### src/rtl/fos_decimate_acc.sv
// Integrate-and-dump decimator: averages 2^LOG2_N filter samples
// into a single-entry valid/ready register with overrun tracking.
module fos_decimate_acc #(
  parameter int LOG2_N = 2
) (
  input  logic        clk,
  input  logic        reset,
  input  logic        en,
  input  logic [31:0] y_in,
  input  logic        restart,
  output logic [31:0] dec_out,
  output logic        dec_valid,
  input  logic        dec_ready,
  output logic        ovf,
  output logic [15:0] drop_cnt,
  input  logic        clr_ovf
);

  localparam int AW = 32 + LOG2_N;
  localparam logic [LOG2_N-1:0] CMAX = '1;

  logic signed [AW-1:0] acc;
  logic signed [AW-1:0] sum;
  logic signed [AW-1:0] shf;
  logic [LOG2_N-1:0]    cnt;
  logic                 close;
  logic                 overrun;
  logic                 take;

  assign sum     = acc + {{LOG2_N{y_in[31]}}, y_in};
  // arithmetic shift floors toward minus infinity; always fits 32 bits
  assign shf     = sum >>> LOG2_N;
  assign close   = en && !restart && (cnt == CMAX);
  assign take    = dec_valid && dec_ready;
  assign overrun = close && dec_valid && !dec_ready;

  always_ff @(posedge clk or negedge reset) begin
    if (!reset) begin
      acc <= '0;
      cnt <= '0;
    end else if (restart || close) begin
      acc <= '0;
      cnt <= '0;
    end else if (en) begin
      acc <= sum;
      cnt <= cnt + LOG2_N'(1);
    end
  end

  always_ff @(posedge clk or negedge reset) begin
    if (!reset) begin
      dec_out   <= '0;
      dec_valid <= 1'b0;
    end else if (close) begin
      dec_out   <= shf[31:0];
      dec_valid <= 1'b1;
    end else if (take) begin
      dec_valid <= 1'b0;
    end
  end

  // an overrun in the same cycle as clr_ovf wins and restarts the count
  always_ff @(posedge clk or negedge reset) begin
    if (!reset) begin
      ovf      <= 1'b0;
      drop_cnt <= '0;
    end else if (overrun) begin
      ovf <= 1'b1;
      if (clr_ovf)
        drop_cnt <= 16'd1;
      else if (drop_cnt != 16'hFFFF)
        drop_cnt <= drop_cnt + 16'd1;
    end else if (clr_ovf) begin
      ovf      <= 1'b0;
      drop_cnt <= '0;
    end
  end

endmodule

### config.mk
export PLATFORM = sky130hd
export DESIGN_NAME = fos_decimate_acc
export DESIGN_NICKNAME = d
export VERILOG_FILES = /design/src/rtl/fos_decimate_acc.sv
export SDC_FILE = /design/constraint.sdc
export NUM_CORES = 1
export LEC_CHECK = 0
export CAP_MARGIN = 10
export CORE_ASPECT_RATIO = 1.2
export CORE_MARGIN = 5
export CORE_UTILIZATION = 48
export DETAILED_ROUTE_END_ITERATION = 16
export PLACE_DENSITY = 0.77
export SYNTH_ARGS = -nofsm -noshare
export SYNTH_HDL_FRONTEND = slang
export SYNTH_SLANG_ARGS = --single-unit
export TNS_END_PERCENT = 10
### constraint.sdc
create_clock -name clk -period 2.7 [get_ports clk]
set_input_delay 0.81 -clock clk [delete_from_list [all_inputs] [get_ports clk]]
set_output_delay 0.81 -clock clk [all_outputs]
set_load 0.01 [all_outputs]
==> results_dict.tcl <==
set metrics [dict create \
    synth_area_leader_cell "dfrtp_1" \
    r2r_setup_slack_ns -0.12 \
    htree_levels 3 \
    start_util_pct 48.7 \
    numClockSinks 86 \
    dieArea_um2 12700 \
    max_stage_delay_ns 0.38 \
    fin_skew_ns 0.00650 \
    synth_area_leaders "dfrtp_1 (42%), ha_1 (8.6%), o21ai_0 (7.9%), nand2_1 (6.3%), a21oi_1 (4.5%)" \
    root_buffer "clkbuf_16" \
    cp_slowest_cell "a2111oi_4" \
    ys_seq_area_share_pct 42.4 \
    power_w 0.00523 \
    dpl_cell_area_um2 6920 \
    reg2reg_from "acc[1]$_DFFE_PN0P_" \
    first_iter_violations 260 \
    wl_per_cell_um 17.2 \
    grt_pass1_vias 5193 \
    instances_no_fill 878 \
    p_per_area_nw_per_um2 675 \
    violations "negative setup slack" \
    rr_worst_depth 10 \
    avgSynthCellArea_um2 9.18 \
    grt_pass1_wl_um 25200 \
    place_inst 857 \
    leakage_nw 3.59 \
    final-hold-violation-count 0 \
    rows 41 \
    num_vias 4979 \
    viasPerCell 5.67 \
    use_met1_pct 28.0 \
    r2r-end "dec_out[31]$_DFFE_PN0P_" \
    clk_path_buf_depth 2 \
    final_core_util_pct 74.4 \
    vdd_drop_max_uv 369 \
    hold_path_class "primary input to asynchronous set/reset pin" \
    drv_cap 0 \
    antenna_cells 0 \
    gp_congestion 0.879 \
    syn_nets 626 \
    end_kind "register" \
    synth_edf_count 0 \
    met3_usage_pct 5.84 \
    path_cells "clkdlybuf4s15_1 -> ha_4 -> a21oi_4 -> o21ai_2 -> a2111oi_4 -> nor2_2 -> o211ai_1 -> nand3b_1 -> nand2_2 -> xnor3_1 -> mux2_2" \
    critPathMaxFanout 4 \
    drive_gt1_share_pct 29.2 \
    async_flop_share_pct 100 \
    crit_arrival_ns 3.15 \
    yosysTopAreaCellShare_pct 42.4 \
    dpl.hpwl_um 10300 \
    fp.dieW_um 104 \
    finalMaxSlewViolations 0 \
    worst_pin_slew_ns 0.932 \
    cts_tree "yes" \
    grt-busiest-layer "met2" \
    synth_cells 552 \
    fin_ws_ns -0.208 \
    min_period_ns 2.91 \
    wl_um 15100 \
    use_met2_pct 43.7 \
    cp.required_ns 2.94 \
    numCtsBuffers 9 \
    antenna_found_initial 0 \
    ys_ff_latch 86 \
    core_area_um2 10400 \
    grt_overflow 0 \
    io_buffers 87 \
    multiInputGateArea_um2 3290 \
    drc 0 \
    synth_ff_type "dfrtp_1" \
    synth_common_cells "dfrtp_1 (86), nand2_1 (85), o21ai_0 (80)" \
    area_delta_synth_final_pct 52.8 \
    synth_cell_types 58 \
    grt_usage_pct 24.2 \
    insertion_delay_ns 0.36 \
    min_period_over_period_pct 108 \
    synth_area_um2 5070 \
    drt.antenna.violating_nets 0 \
    grt_max_degree 62 \
    io_pins 88 \
    yosysWarnings 0 \
    maxSlewHeadroom_pct 37.8 \
    start_kind "primary input" \
    clock.fmax_mhz 344 \
    first_pass_iters 4 \
    fin_nets 819 \
    status "finished, violations left" \
    path_class "primary input to register" \
    design_area_um2 7750 \
    finalSetupViolCount 23 \
    regArea_um2 2150 \
    path_clk_slew_ns 0.06 \
    rsz0062_at_grt "true" \
    synth_most_common_cell "dfrtp_1" \
    dieHeight_um 123 \
    nFillCells 701 \
]
==> what timing repair did <==
| action | in CTS | in global routing |
|---|---|---|
| resized for setup | 91 | 36 |
| pin swaps | 55 | 35 |
| hold endpoints to repair | 0 | 0 |
| endpoints found under the setup margin | 52 | 44 |
| hold buffers | 0 | 0 |
| buffers inserted | 4 | 2 |
==> final cells by class <==
class	count	area share, %
Clock buffer	10	3.08
Timing Repair Buffer	204	22.6
Clock inverter	5	1.37
Multi-Input combinational cell	433	42.5
Tap cell	129	2.08
Sequential cell	86	27.8
Inverter	11	0.533
==> how the worst max path moves through the flow <==
stage | from | endpoint | slack (ns)
6_report | y_in[12] | dec_out[31]$_DFFE_PN0P_ | -0.21
5_1_grt | y_in[1] | acc[33]$_DFFE_PN0P_ | -0.28
4_1_cts | y_in[1] | dec_out[30]$_DFFE_PN0P_ | -0.19
3_5_place_dp | y_in[0] | dec_out[30]$_DFFE_PN0P_ | -0.95
3_3_place_gp | y_in[0] | dec_out[30]$_DFFE_PN0P_ | -0.87
2_1_floorplan | y_in[0] | dec_out[30]$_DFFE_PN0P_ | -0.32
==> critical path: cells and delay by family <==
kind / cells / cell delay [ns]
buf+inv: 1 / 0.22
fa+ha+maj: 1 / 0.29
xor+xnor: 1 / 0.23
compound gates: 4 / 0.91
simple gates: 3 / 0.41
mux: 1 / 0.27
==> cells in the final DEF (no fill, tap or decap), types with 4 or more instances in the layout <==
master	instances
ha_4	18
xor2_1	20
o21ai_0	63
and3_1	8
a22o_1	5
a21oi_2	14
nand2_2	6
o21bai_1	4
xnor2_2	4
a21oi_1	30
clkdlybuf4s50_1	66
nor2_1	23
xnor2_1	16
dlygate4sd2_1	13
ha_1	16
buf_4	112
or3_1	5
nand4_1	8
buf_6	6
clkbuf_16	9
nand2_1	80
and2_1	4
inv_1	11
dfrtp_1	86
nand3_1	12
a21o_1	19
o21ai_1	15
==> cells by family (layout without fill, tap and decap cells) <==
logic type / Yosys count / in the layout / share of synthesized area [%]
DFF: 86 / 86 / 42.4
xor gates and xnor gates: 41 / 41 / 7.35
AOI/OAI and AO/OA: 183 / 183 / 22.1
and+or+nand+nor: 168 / 168 / 15.4
muxes: 5 / 5 / 1.09
adders and majority gates: 36 / 36 / 9.03
buffers and inverters: 33 / 230 / 2.64
==> where the power goes <==
group / internal [W] / switching [W] / total [W]
combinational: 0.00111 / 0.00102 / 0.00213
clock: 0.000927 / 0.000545 / 0.00147
sequential: 0.00149 / 0.000142 / 0.00163
total: 0.00352 / 0.00171 / 0.00523
==> stage by stage <==
| stage | hold WS [ns] | setup TNS [ns] | worst slack [ns] |
|---|---|---|---|
| final | 0.405 | -2.07 | -0.208 |
| after global routing | 0.445 | -4.80 | -0.281 |
| after CTS | 0.428 | -1.72 | -0.189 |
| after detailed placement | 0.472 | -39.32 | -0.950 |
| after global placement | 0.462 | -35.70 | -0.867 |
| after floorplan | 0.454 | -3.64 | -0.324 |
==> sequential cells by signal (all words and copies together) (netlist names) <==
name       count
cnt            2
dec_valid      1
ovf            1
drop_cnt      16
acc           34
dec_out       32
==> layer usage <==
layer	routed length, um	share of wire [%]	up-vias
li1	-	-	2360
met1	6070	40	2441
met2	7920	52	143
met3	709	4.7	35
met4	395	2.6	0
met5	0	0	-
Power figures use the tool's default switching activity.
